File: src/rtl/fmlbrg_linectl_pkg.sv
// Shared definitions for the FML bridge cache-line transfer engine.
// Holds the controller state encoding and the burst/line geometry constants
// used by fmlbrg_linectl.
package fmlbrg_linectl_pkg;

  typedef enum logic [2:0] {
    S_IDLE    = 3'd0,
    S_WB_REQ  = 3'd1,
    S_WB_DATA = 3'd2,
    S_RF_REQ  = 3'd3,
    S_RF_DATA = 3'd4,
    S_DONE    = 3'd5
  } state_t;

  localparam int         FML_BURST_LEN = 8;    // 16-bit words per FML burst
  localparam int         LINE_BYTES    = 16;   // bytes per cache line
  localparam logic [1:0] FML_SEL_FULL  = 2'b11;

  localparam int WORD_BITS     = $clog2(FML_BURST_LEN);
  localparam int LINE_OFS_BITS = $clog2(LINE_BYTES);

  localparam logic [WORD_BITS-1:0] LAST_WORD = WORD_BITS'(FML_BURST_LEN - 1);

endpackage

File: src/rtl/fmlbrg_linectl.sv
// Cache-line transfer engine for the FML 8x16 bridge.
// On a command it writes one 8-word line from the data memory primary port
// out to FML (writeback), then fills the same slot from another FML line
// (refill); either half may be requested alone, or neither (done only).
//
// Ports:
//   sys_clk, sys_rst_n        clock, synchronous active-low reset
//   req_valid/evict/refill    command strobe and operation flags (IDLE only)
//   req_index                 cache slot index
//   evict_ladr, refill_ladr   FML line addresses for the two halves
//   busy, done                command in progress / one-cycle completion
//   dm_a, dm_we, dm_di, dm_do data memory primary port (read latency 1)
//   fml_*                     FML master port
//   dbg_state                 current controller state
//
// Handshake: a command is taken on any rising edge where req_valid=1 and
// busy=0; req_valid while busy=1 is dropped. On FML, fml_stb is held until
// the cycle fml_ack=1; the burst data then runs with no further handshake.
module fmlbrg_linectl
  import fmlbrg_linectl_pkg::*;
#(
  parameter int fml_depth = 26,
  parameter int depth     = 8
) (
  input  logic                   sys_clk,
  input  logic                   sys_rst_n,
  input  logic                   req_valid,
  input  logic                   req_evict,
  input  logic                   req_refill,
  input  logic [depth-4:0]       req_index,
  input  logic [fml_depth-5:0]   evict_ladr,
  input  logic [fml_depth-5:0]   refill_ladr,
  output logic                   busy,
  output logic                   done,
  output logic [depth-1:0]       dm_a,
  output logic [1:0]             dm_we,
  output logic [15:0]            dm_di,
  input  logic [15:0]            dm_do,
  output logic [fml_depth-1:0]   fml_adr,
  output logic                   fml_stb,
  output logic                   fml_we,
  output logic [1:0]             fml_sel,
  output logic [15:0]            fml_do,
  input  logic [15:0]            fml_di,
  input  logic                   fml_ack,
  output logic [2:0]             dbg_state
);

  localparam int IW = depth - WORD_BITS;
  localparam int LW = fml_depth - LINE_OFS_BITS;

  state_t                 r_state, w_next;
  logic [WORD_BITS-1:0]   r_cnt, w_cnt_nxt, w_cnt_inc;
  logic [IW-1:0]          r_idx;
  logic [LW-1:0]          r_refill_ladr;
  logic                   r_refill;
  logic                   r_fml_stb, r_fml_we;
  logic [fml_depth-1:0]   r_fml_adr, w_adr_nxt;
  logic [depth-1:0]       w_dm_a;
  logic                   w_accept;

  assign w_accept  = (r_state == S_IDLE) && req_valid;
  assign w_cnt_inc = r_cnt + WORD_BITS'(1);

  always_comb begin
    w_next    = r_state;
    w_cnt_nxt = r_cnt;
    w_adr_nxt = r_fml_adr;
    w_dm_a    = {r_idx, r_cnt};
    case (r_state)
      S_IDLE: begin
        // Word 0 of the requested slot is addressed already, so its data is
        // on dm_do by the earliest possible writeback ack.
        w_dm_a    = {req_index, {WORD_BITS{1'b0}}};
        w_cnt_nxt = '0;
        if (req_valid) begin
          if (req_evict) begin
            w_next    = S_WB_REQ;
            w_adr_nxt = {evict_ladr, {LINE_OFS_BITS{1'b0}}};
          end else if (req_refill) begin
            w_next    = S_RF_REQ;
            w_adr_nxt = {refill_ladr, {LINE_OFS_BITS{1'b0}}};
          end else begin
            w_next = S_DONE;
          end
        end
      end
      S_WB_REQ: begin
        if (fml_ack) begin
          // Read one word ahead: the FML slave takes a word every cycle
          // from the ack onward and dm_do lags dm_a by a cycle.
          w_dm_a    = {r_idx, w_cnt_inc};
          w_cnt_nxt = w_cnt_inc;
          w_next    = S_WB_DATA;
        end
      end
      S_WB_DATA: begin
        // On the last word this pre-reads word 0 again; it is never used.
        w_dm_a    = {r_idx, w_cnt_inc};
        w_cnt_nxt = w_cnt_inc;
        if (r_cnt == LAST_WORD) begin
          if (r_refill) begin
            w_next    = S_RF_REQ;
            w_adr_nxt = {r_refill_ladr, {LINE_OFS_BITS{1'b0}}};
          end else begin
            w_next = S_DONE;
          end
        end
      end
      S_RF_REQ: begin
        if (fml_ack) begin
          w_cnt_nxt = '0;
          w_next    = S_RF_DATA;
        end
      end
      S_RF_DATA: begin
        w_cnt_nxt = w_cnt_inc;
        if (r_cnt == LAST_WORD) w_next = S_DONE;
      end
      S_DONE:  w_next = S_IDLE;
      default: w_next = S_IDLE;
    endcase
  end

  always_ff @(posedge sys_clk) begin
    if (!sys_rst_n) begin
      r_state       <= S_IDLE;
      r_cnt         <= '0;
      r_idx         <= '0;
      r_refill_ladr <= '0;
      r_refill      <= 1'b0;
      r_fml_stb     <= 1'b0;
      r_fml_we      <= 1'b0;
      r_fml_adr     <= '0;
    end else begin
      r_state   <= w_next;
      r_cnt     <= w_cnt_nxt;
      r_fml_adr <= w_adr_nxt;
      // Strobe is registered from the next state so it rises together with
      // entry to a request state and falls on the edge after the ack.
      r_fml_stb <= (w_next == S_WB_REQ) || (w_next == S_RF_REQ);
      r_fml_we  <= (w_next == S_WB_REQ);
      if (w_accept) begin
        r_idx         <= req_index;
        r_refill_ladr <= refill_ladr;
        r_refill      <= req_refill;
      end
    end
  end

  assign busy      = (r_state != S_IDLE);
  assign done      = (r_state == S_DONE);
  assign dm_a      = w_dm_a;
  assign dm_we     = (r_state == S_RF_DATA) ? FML_SEL_FULL : 2'b00;
  assign dm_di     = fml_di;
  assign fml_do    = dm_do;
  assign fml_adr   = r_fml_adr;
  assign fml_stb   = r_fml_stb;
  assign fml_we    = r_fml_we;
  assign fml_sel   = FML_SEL_FULL;
  assign dbg_state = r_state;

endmodule

File: config.mk
export PLATFORM = sky130hd
export DESIGN_NAME = fmlbrg_linectl
export DESIGN_NICKNAME = d
export VERILOG_FILES = /design/src/rtl/fmlbrg_linectl_pkg.sv /design/src/rtl/fmlbrg_linectl.sv
export SDC_FILE = /design/constraint.sdc
export NUM_CORES = 1
export LEC_CHECK = 0
export BUFFER_PORTS_ARGS = -buffer_cell sky130_fd_sc_hd__buf_2
export CAP_MARGIN = 20
export CORE_ASPECT_RATIO = 0.5
export CORE_MARGIN = 2
export CORE_UTILIZATION = 30
export CTS_BUF_LIST = sky130_fd_sc_hd__clkbuf_2
export DETAILED_ROUTE_END_ITERATION = 7
export MAX_ROUTING_LAYER = met4
export SLEW_MARGIN = 5
export SYNTH_ARGS = -nofsm -noshare
export SYNTH_HDL_FRONTEND = slang
export SYNTH_SLANG_ARGS = --single-unit
File: constraint.sdc
create_clock -name sys_clk -period 4.2 [get_ports sys_clk]
set_clock_uncertainty 0.05 [all_clocks]
set_input_delay 0.84 -clock sys_clk [delete_from_list [all_inputs] [get_ports sys_clk]]
set_output_delay 0.84 -clock sys_clk [all_outputs]
set_load 0.05 [all_outputs]
Word-level counts from Yosys, hierarchy flattened
Cells that the tools add are included.
{"block": "totals", "register_bits": 62, "inputBits": 87, "elab_cells": 53}
{"block": "classes", "addsub": 1, "eq_ne": 14, "n_mux": 21, "n_reduce_logical": 9}
{"operator": "26-bit 2-to-1 mux", "n": 5}
{"operator": "26-bit case mux with 2 select lines", "n": 1}
{"operator": "3-bit 2-to-1 mux", "n": 11}
{"operator": "8-bit case mux with 3 select lines", "n": 1}
{"operator": "3-bit case mux with 5 select lines", "n": 1}
{"operator": "3-bit case mux with 4 select lines", "n": 1}
{"operator": "2-bit != test (second input constant)", "n": 5}
{"operator": "3-bit by 2-bit == test with 1-bit output (second input constant)", "n": 3}
{"operator": "3-bit == test (second input constant)", "n": 3}
{"operator": "3-bit by 1-bit == test with 1-bit output (second input constant)", "n": 2}
{"operator": "5-bit AND reduction", "n": 1}
{"operator": "4-bit nonzero test", "n": 1}
{"operator": "3-bit by 1-bit adder with 3-bit output (second input constant)", "n": 1}
{"operator": "3-bit zero test", "n": 1}
{"operator": "3-bit != test (second input constant)", "n": 1}
{"operator": "3-bit AND reduction", "n": 1}
{"operator": "3-bit nonzero test", "n": 1}
{"operator": "2-bit 2-to-1 mux", "n": 1}
{"operator": "2-bit nonzero test", "n": 1}
{"operator": "2-bit OR reduction", "n": 1}
{"operator": "1-bit logical AND", "n": 1}
{"operator": "1-bit logical OR", "n": 1}

Depth between registers and ports, before layout
Gate-level depths: netlist of the first run.
{"block": "logic_depth", "ltp_word": 6, "depth_mapped": 7}

Worst setup path before layout of the first run
Ideal clock, no wire load.
{"block": "synth_timing", "path_kind": "flip-flop to output port", "from": "reg r_state[2] (netlist: dbg_state[2])", "to": "out dm_we[1]", "t_arrival_ps": 2716, "setup_slack_ps": 594, "path_stages_with_launch": 4, "path_buffers": 2, "path_cell_list": "dfxtp_1 -> clkbuf_1 -> nor3b_1 -> buf_4"}
{"block": "synth_via", "elab_chain_cells": 2}
{"item": "from (decl)", "line_no": "fmlbrg_linectl.sv:52", "rtl": "state_t r_state, w_next;"}
{"item": "from (signal assigned)", "line_no": "fmlbrg_linectl.sv:136", "rtl": "r_state <= w_next;"}
{"item": "3-bit == test", "line_no": "fmlbrg_linectl.sv:154", "rtl": "assign dm_we = (r_state == S_RF_DATA) ? FML_SEL_FULL : 2'b00;"}
{"item": "2-bit 2-to-1 mux", "line_no": "fmlbrg_linectl.sv:154"}
{"item": "to (decl)", "line_no": "fmlbrg_linectl.sv:36", "rtl": "output logic [1:0] dm_we,"}
No other way between the ends.

Final worst setup path of the first run
{"block": "layout_timing", "from": "reg r_state[0] (netlist: dbg_state[0])", "to": "out dm_a[7]"}
{"block": "layout_via", "elab_chain_cells": 2, "elab_cells_between_ends": 4, "cone_classes": "eq/ne: 2; mux: 1; reduce/logical: 1"}
{"item": "3-bit by 2-bit == test with 1-bit output, or another cell as far along", "line_no": "fmlbrg_linectl.sv:70", "rtl": "case (r_state)"}
{"item": "8-bit case mux with 3 select lines (*)", "line_no": "fmlbrg_linectl.sv:70"}
{"item": "to (decl)", "line_no": "fmlbrg_linectl.sv:35", "rtl": "output logic [depth-1:0] dm_a,"}
Every way passes the cells marked *; elsewhere a longest branch is shown, timed or not.

==> impl_metrics.json, run 1 <==
{
  "power.share.clock_pct": 24.5,
  "die_h_microns": 76.3,
  "initial_core_util_pct": 30.8,
  "pre_cts_slack_ps": 1220,
  "grt_remaining_overflow": 0,
  "fp.dieW_microns": 149,
  "rrSetupSlack_ps": 1550,
  "crit_start": "dbg_state[0]",
  "insertion_delay_ps": 470,
  "worst-slew-pin-transition_ps": 1050,
  "synth.distinct_cells": 40,
  "via_per_inst": 4.62,
  "p_per_area_nw_per_um2": 412,
  "path_clk_slew_ps": 170,
  "finalWorstSetupSlack_ps": 1070,
  "fp.coreArea_sq_um": 10200,
  "critPathMaxFanout": 17,
  "first_iter_violations": 118,
  "drv_cap": 0,
  "clock_sinks": 58,
  "fillers": 1108,
  "hold_start": "fml_adr[15]",
  "cts_resized": 0,
  "grt_pass1_vias": 2355,
  "wl_per_cell_microns": 12.8,
  "critPathLaunchType": "register",
  "avgSynthCellArea_sq_um": 8.28,
  "cts_tree": "done",
  "cts_root_buf": "clkbuf_2",
  "synth_top_flop_cell": "dfxtp_1",
  "power.switching_uw": 573,
  "layout-drive-gt1-share_pct": 28.0,
  "power_frac_comb_pct": 30.9,
  "whs_path_depth": 2,
  "die_area_sq_um": 11300,
  "r2r_cells": 5,
  "hold_slack_ps": 416,
  "place_congestion": 0.718,
  "cp_data_arrival_time_ps": 2240,
  "slowest_stage": "nor3_2",
  "cp-end-kind": "primary output",
  "cpLargestDelayFamily": "simple AND/OR/NAND/NOR gates",
  "multi_input_area_sq_um": 1540,
  "max_stage_delay_ps": 640,
  "rows": 26,
  "grt_util_all_layers_pct": 13.0,
  "diodes": 0,
  "hold_path_end": "fml_adr[15]",
  "holdCritPathClass": "register to register",
  "finalNetCount": 509,
  "cp_num_buf_inv": 1,
  "io_pins": 164,
  "swShare_pct": 39.8,
  "hold_viol": 0,
  "grt_max_degree": 46,
  "internal-power_uw": 865,
  "synth_edf_count": 0,
  "antenna_found_initial": 0,
  "place_hpwl_microns": 4920,
  "reg2reg_from": "dbg_state[1]",
  "ys_ff_latch": 58,
  "regArea_sq_um": 1160,
  "setup_viol": 0,
  "power_frac_seq_pct": 44.7,
  "cp.required_ps": 3310,
  "area.growth.synth_to_final_pct": 11.1,
  "htree_levels": 3,
  "routed_wl_microns": 7210,
  "numCtsBuffers": 9,
  "leakage_uw": 0.00157,
  "fmax_mhz": 319,
  "cts_setup_buffers": 0,
  "async_reset_ff_share_pct": 0,
  "min_period_over_period_pct": 74.6,
  "drtAntennaViolNets": 0,
  "rsz0062_at_grt": "false",
  "synthCells": 379,
  "seq_area_frac_synth_pct": 37.0,
  "io_buffers": 93,
  "status": "finished, final reports clean",
  "rr_endpoint": "fml_adr[9]",
  "drc": 0,
  "drv_slew": 0,
  "grt_pass1_wl_microns": 11500,
  "maxSlewHeadroom_pct": 29.8,
  "setup_tns_ps": 0,
  "ir_drop_uv": 145,
  "critPathKind": "register to primary output",
  "period_minus_slack_ps": 3130,
  "clockBufferDepth": 2,
  "vias": 2613,
  "synth_area_sq_um": 3140,
  "cp_cell_sequence": "nor3_2, mux2_2, buf_2",
  "drt_first_pass_iters": 4,
  "yosysWarnings": 0,
  "cts_hold_buf": 0
}
-- Yosys cell counts, types with 2 or more instances --
master	n	share of area (%)
nor3b_1	2	0.48
buf_6	2	0.72
o22ai_1	2	0.40
nand2b_1	3	0.60
buf_4	40	9.6
o21ai_1	3	0.48
inv_1	3	0.36
mux2i_1	24	7.7
mux2_2	6	2.2
o21ai_0	21	3.3
a21boi_0	29	6.9
o2111ai_1	22	6.1
clkbuf_2	2	0.32
nor3_1	2	0.32
buf_2	8	1.3
and3_1	2	0.40
a22o_1	2	0.56
nand2_1	106	13
conb_1	2	0.24
a21oi_1	2	0.32
clkbuf_1	17	2.0
dfxtp_1	58	37
ha_1	2	0.80
nor2_1	3	0.36
-- metrics by stage --
| stage | area (sq um) | total power [uW] | util [%] | instances |
|---|---|---|---|---|
| final | 3490 | 1440 | 34.2 | 565 |
| after global routing | 3490 | 1520 | 34.2 | 565 |
| after CTS | 3490 | 1460 | 34.2 | 565 |
| after detailed placement | 3370 | 1100 | 33.1 | 549 |
| after global placement | 3370 | 1100 | 33.1 | 549 |
| after floorplan | 3150 | 1080 | - | 383 |
-- power by group through the flow --
stage	sequential, uW	combinational, uW	clock, uW
after floorplan	736	348	0
after global placement	654	446	0
after detailed placement	654	448	0
after CTS	643	449	367
after global routing	651	482	389
final	642	444	352
-- per-layer routing --
layer	global-route usage (%)	wire, microns
met3	4.01	364
met5	-	0
met2	20.9	3390
met1	15.5	3350
met4	4.67	111
-- tightest hold or removal path: stages, from the launching register on --
cell	delay (ps)
dfxtp_1	340
nand2_1	50
o21ai_0	50
-- cell families (layout without fill, tap and decap cells) --
family	after synthesis	after routing	synth area share, %
mux	30	30	9.81
flops	58	58	37.0
xor+xnor	1	1	0.279
buf+inv	72	114	14.3
simple gates	127	127	17.4
other cells	2	6	0.239
fa+ha+maj	2	2	0.797
compound gates	87	87	20.2
-- layout by cell type, fill, tap and decap left out, drive strengths merged --
master      n
buf        95
nand2     106
and2        1
mux2        6
and3        2
bufinv      1
a21boi     29
o21ai      24
o22ai       3
a21o        1
ha          2
nor2b       1
nand2b      3
clkinv      3
a2bb2oi     1
a21oi       2
o311a       1
clkinvlp    3
nand3b      1
and3b       1
nor2        3
dfxtp      58
conb        6
o311ai      1
nor4bb      1
xor2        1
inv         3
clkbuf      9
o32ai       1
nor3b       2
o2111ai    22
a22o        2
or4b        1
mux2i      24
or3b        1
nor3        3
nand4b      1
-- state kept, by name (all words and copies together), names as in the netlist --
register	count
r_refill_ladr	22
fml_stb	1
fml_we	1
r_refill	1
fml_adr	22
r_idx	5
r_cnt	3
dbg_state	3
-- final cells by class --
cell class                      count  share of cell area (%)
Clock buffer                        9                    1.29
Clock inverter                      7                    2.01
Inverter                            3                   0.323
Multi-Input combinational cell    253                    44.3
Sequential cell                    58                    33.3
Tap cell                          140                    5.02
Timing Repair Buffer               95                    13.8
-- worst max-delay path by stage --
| stage | to | depth (start not counted) |
|---|---|---|
| 2_1_floorplan | dm_we[1] | 3 |
| 3_3_place_gp | fml_adr[9] | 5 |
| 3_5_place_dp | fml_adr[9] | 5 |
| 4_1_cts | dm_a[7] | 3 |
| 5_1_grt | dm_a[7] | 3 |
| 6_report | dm_a[7] | 3 |
Note: power is estimated with default switching activity, not from simulation.
==> run 2, diff against run 1 <==
clock period = 2.75 ns   (was 4.2 ns; I/O delays follow)
==> run 2 against run 1 <==
  * Combinational power grew 59%
  * Largest power group unchanged
  * Wire length grew 0.87%
  * Die area is the same
  * Largest cell class unchanged
  * First-iteration DRC count grew 16%
  * Power grew 46%
  * Sequential share of layout area shrank 0.33 points
==> impl_metrics.json, run 2 (synthesized netlist as in run 1, its figures left out) <==
{
  "status": "finished, final reports clean",
  "antenna_found_initial": 0,
  "place_congestion": 0.763,
  "drt_first_pass_iters": 4,
  "min_period_over_period_pct": 90.8,
  "power.switching_uw": 854,
  "final_common_cell": "nand2_1",
  "hold_path_end": "r_refill_ladr[9]",
  "dp.cells": 557,
  "layout_common_cells": "106 x nand2_1, 93 x buf_2, 55 x dfxtp_1, 29 x a21boi_0, 24 x mux2i_1",
  "clock_sinks": 58,
  "cp.required_ps": 2150,
  "hold_start": "refill_ladr[9]",
  "power_frac_comb_pct": 33.5,
  "critPathKind": "register to primary output",
  "rsz0062_at_grt": "false",
  "swShare_pct": 40.6,
  "holdCritPathClass": "input pin to register",
  "insertion_delay_ps": 500,
  "wl_per_cell_microns": 12.7,
  "worst-slew-pin-transition_ps": 600,
  "grt_util_all_layers_pct": 13.9,
  "power_frac_seq_pct": 46.5,
  "cp_cell_sequence": "nor3_2, buf_4, mux2_2, buf_2",
  "cp_data_arrival_time_ps": 1900,
  "place_hpwl_microns": 5060,
  "grt_pass1_wl_microns": 12000,
  "grt_pass1_vias": 2438,
  "routed_wl_microns": 7280,
  "cts_setup_buffers": 0,
  "grt_remaining_overflow": 0,
  "grt_max_degree": 41,
  "critPathLaunchType": "register",
  "final_cells": 573,
  "setup_tns_ps": 0,
  "fp.dieW_microns": 149,
  "critPathMaxFanout": 17,
  "whs_path_depth": 3,
  "reg2reg_from": "dbg_state[0]",
  "clockBufferDepth": 2,
  "p_per_area_nw_per_um2": 596,
  "hold_viol": 0,
  "diodes": 0,
  "die_area_sq_um": 11300,
  "initial_core_util_pct": 30.8,
  "drv_cap": 0,
  "drtAntennaViolNets": 0,
  "vias": 2626,
  "path_clk_slew_ps": 160,
  "setup_viol": 0,
  "fp.coreArea_sq_um": 10200,
  "ir_drop_uv": 150,
  "rrSetupSlack_ps": 900,
  "r2r_cells": 5,
  "power.share.clock_pct": 20.0,
  "first_iter_violations": 137,
  "cp-end-kind": "primary output",
  "cts_root_buf": "clkbuf_2",
  "die_h_microns": 76.3,
  "maxSlewHeadroom_pct": 59.5,
  "rr_endpoint": "fml_adr[25]",
  "leakage_uw": 0.00161,
  "finalNetCount": 517,
  "rows": 26,
  "via_per_inst": 4.58,
  "numCtsBuffers": 9,
  "area.growth.synth_to_final_pct": 12.6,
  "cts_tree": "done",
  "fillers": 1091,
  "io_pins": 164,
  "htree_levels": 3,
  "drv_slew": 0,
  "max_stage_delay_ps": 440,
  "drc": 0,
  "period_minus_slack_ps": 2500,
  "io_buffers": 93,
  "internal-power_uw": 1250,
  "layout-drive-gt1-share_pct": 30.0,
  "fmax_mhz": 401,
  "slowest_stage": "dfxtp_2"
}
## run 2: cell count changes in the layout (fill, tap and decap cells not counted), moves of 2 or more
| cell | before | now |
|---|---|---|
| buf_4 | 2 | 9 |
| clkinvlp_4 | 3 | 0 |
| dfxtp_1 | 58 | 55 |
| dfxtp_2 | 0 | 3 |
| clkbuf_2 | 9 | 11 |
| clkinv_1 | 1 | 3 |
## run 2: worst max-delay path by stage
stage	endpoint	startpoint	slack, ps	depth (start not counted)
floorplan	dm_we[1]	dbg_state[2]	50	3
global placement	dm_a[0]	fml_ack	560	5
detailed placement	dm_a[0]	fml_ack	540	5
CTS	dm_a[7]	dbg_state[2]	130	4
global route	dm_a[7]	dbg_state[0]	90	4
finish	dm_a[7]	dbg_state[0]	250	4
## run 2: per-stage QoR
stage	instance area [sq um]	utilization, %	power (uW)	hold WS (ps)	worst slack (ps)
global route	3530	34.7	2260	165	93.8
CTS	3530	34.7	2140	192	129
global placement	3450	33.9	1710	393	558
finish	3530	34.7	2100	239	253
floorplan	3160	-	1660	391	50.3
detailed placement	3450	33.9	1710	400	539
## run 2: final cells by class
cell class	count	area, sq um	share of cell area (%)
Clock inverter	5	21.3	0.602
Timing Repair Buffer	103	553	15.7
Inverter	3	11.3	0.319
Sequential cell	58	1160	33.0
Multi-Input combinational cell	253	1550	43.9
Tap cell	140	175	4.96
Clock buffer	11	55.1	1.56
## run 2: power groups by stage
stage	registers [uW]	clock network [uW]	logic (uW)
4_1_cts	980	448	713
2_1_floorplan	1120	0	532
3_5_place_dp	997	0	711
6_report	979	420	706
3_3_place_gp	995	0	711
5_1_grt	993	495	769
## run 2: per-layer routing
metal	vias up	track usage (%)	part of all wire, %	routed length (microns)
met4	0	4.00	0.84	61
met1	1211	16.3	46	3380
met3	9	5.93	5.8	424
li1	1360	-	-	-
met2	46	21.9	47	3410
met5	-	-	0	0
## run 2: repair_timing
item / 4_1_cts / 5_1_grt
gates cloned: 0 / 0
resized for setup: 2 / 2
endpoints found under the setup margin: 3 / 4
hold buffers: 0 / 0
## run 2: worst max-delay path, delay by kind of cell, from the launching register on
family | cells | cell delay, ps
muxes | 1 | 360
buffers and inverters | 2 | 410
and+or+nand+nor | 1 | 180
DFF | 1 | 440
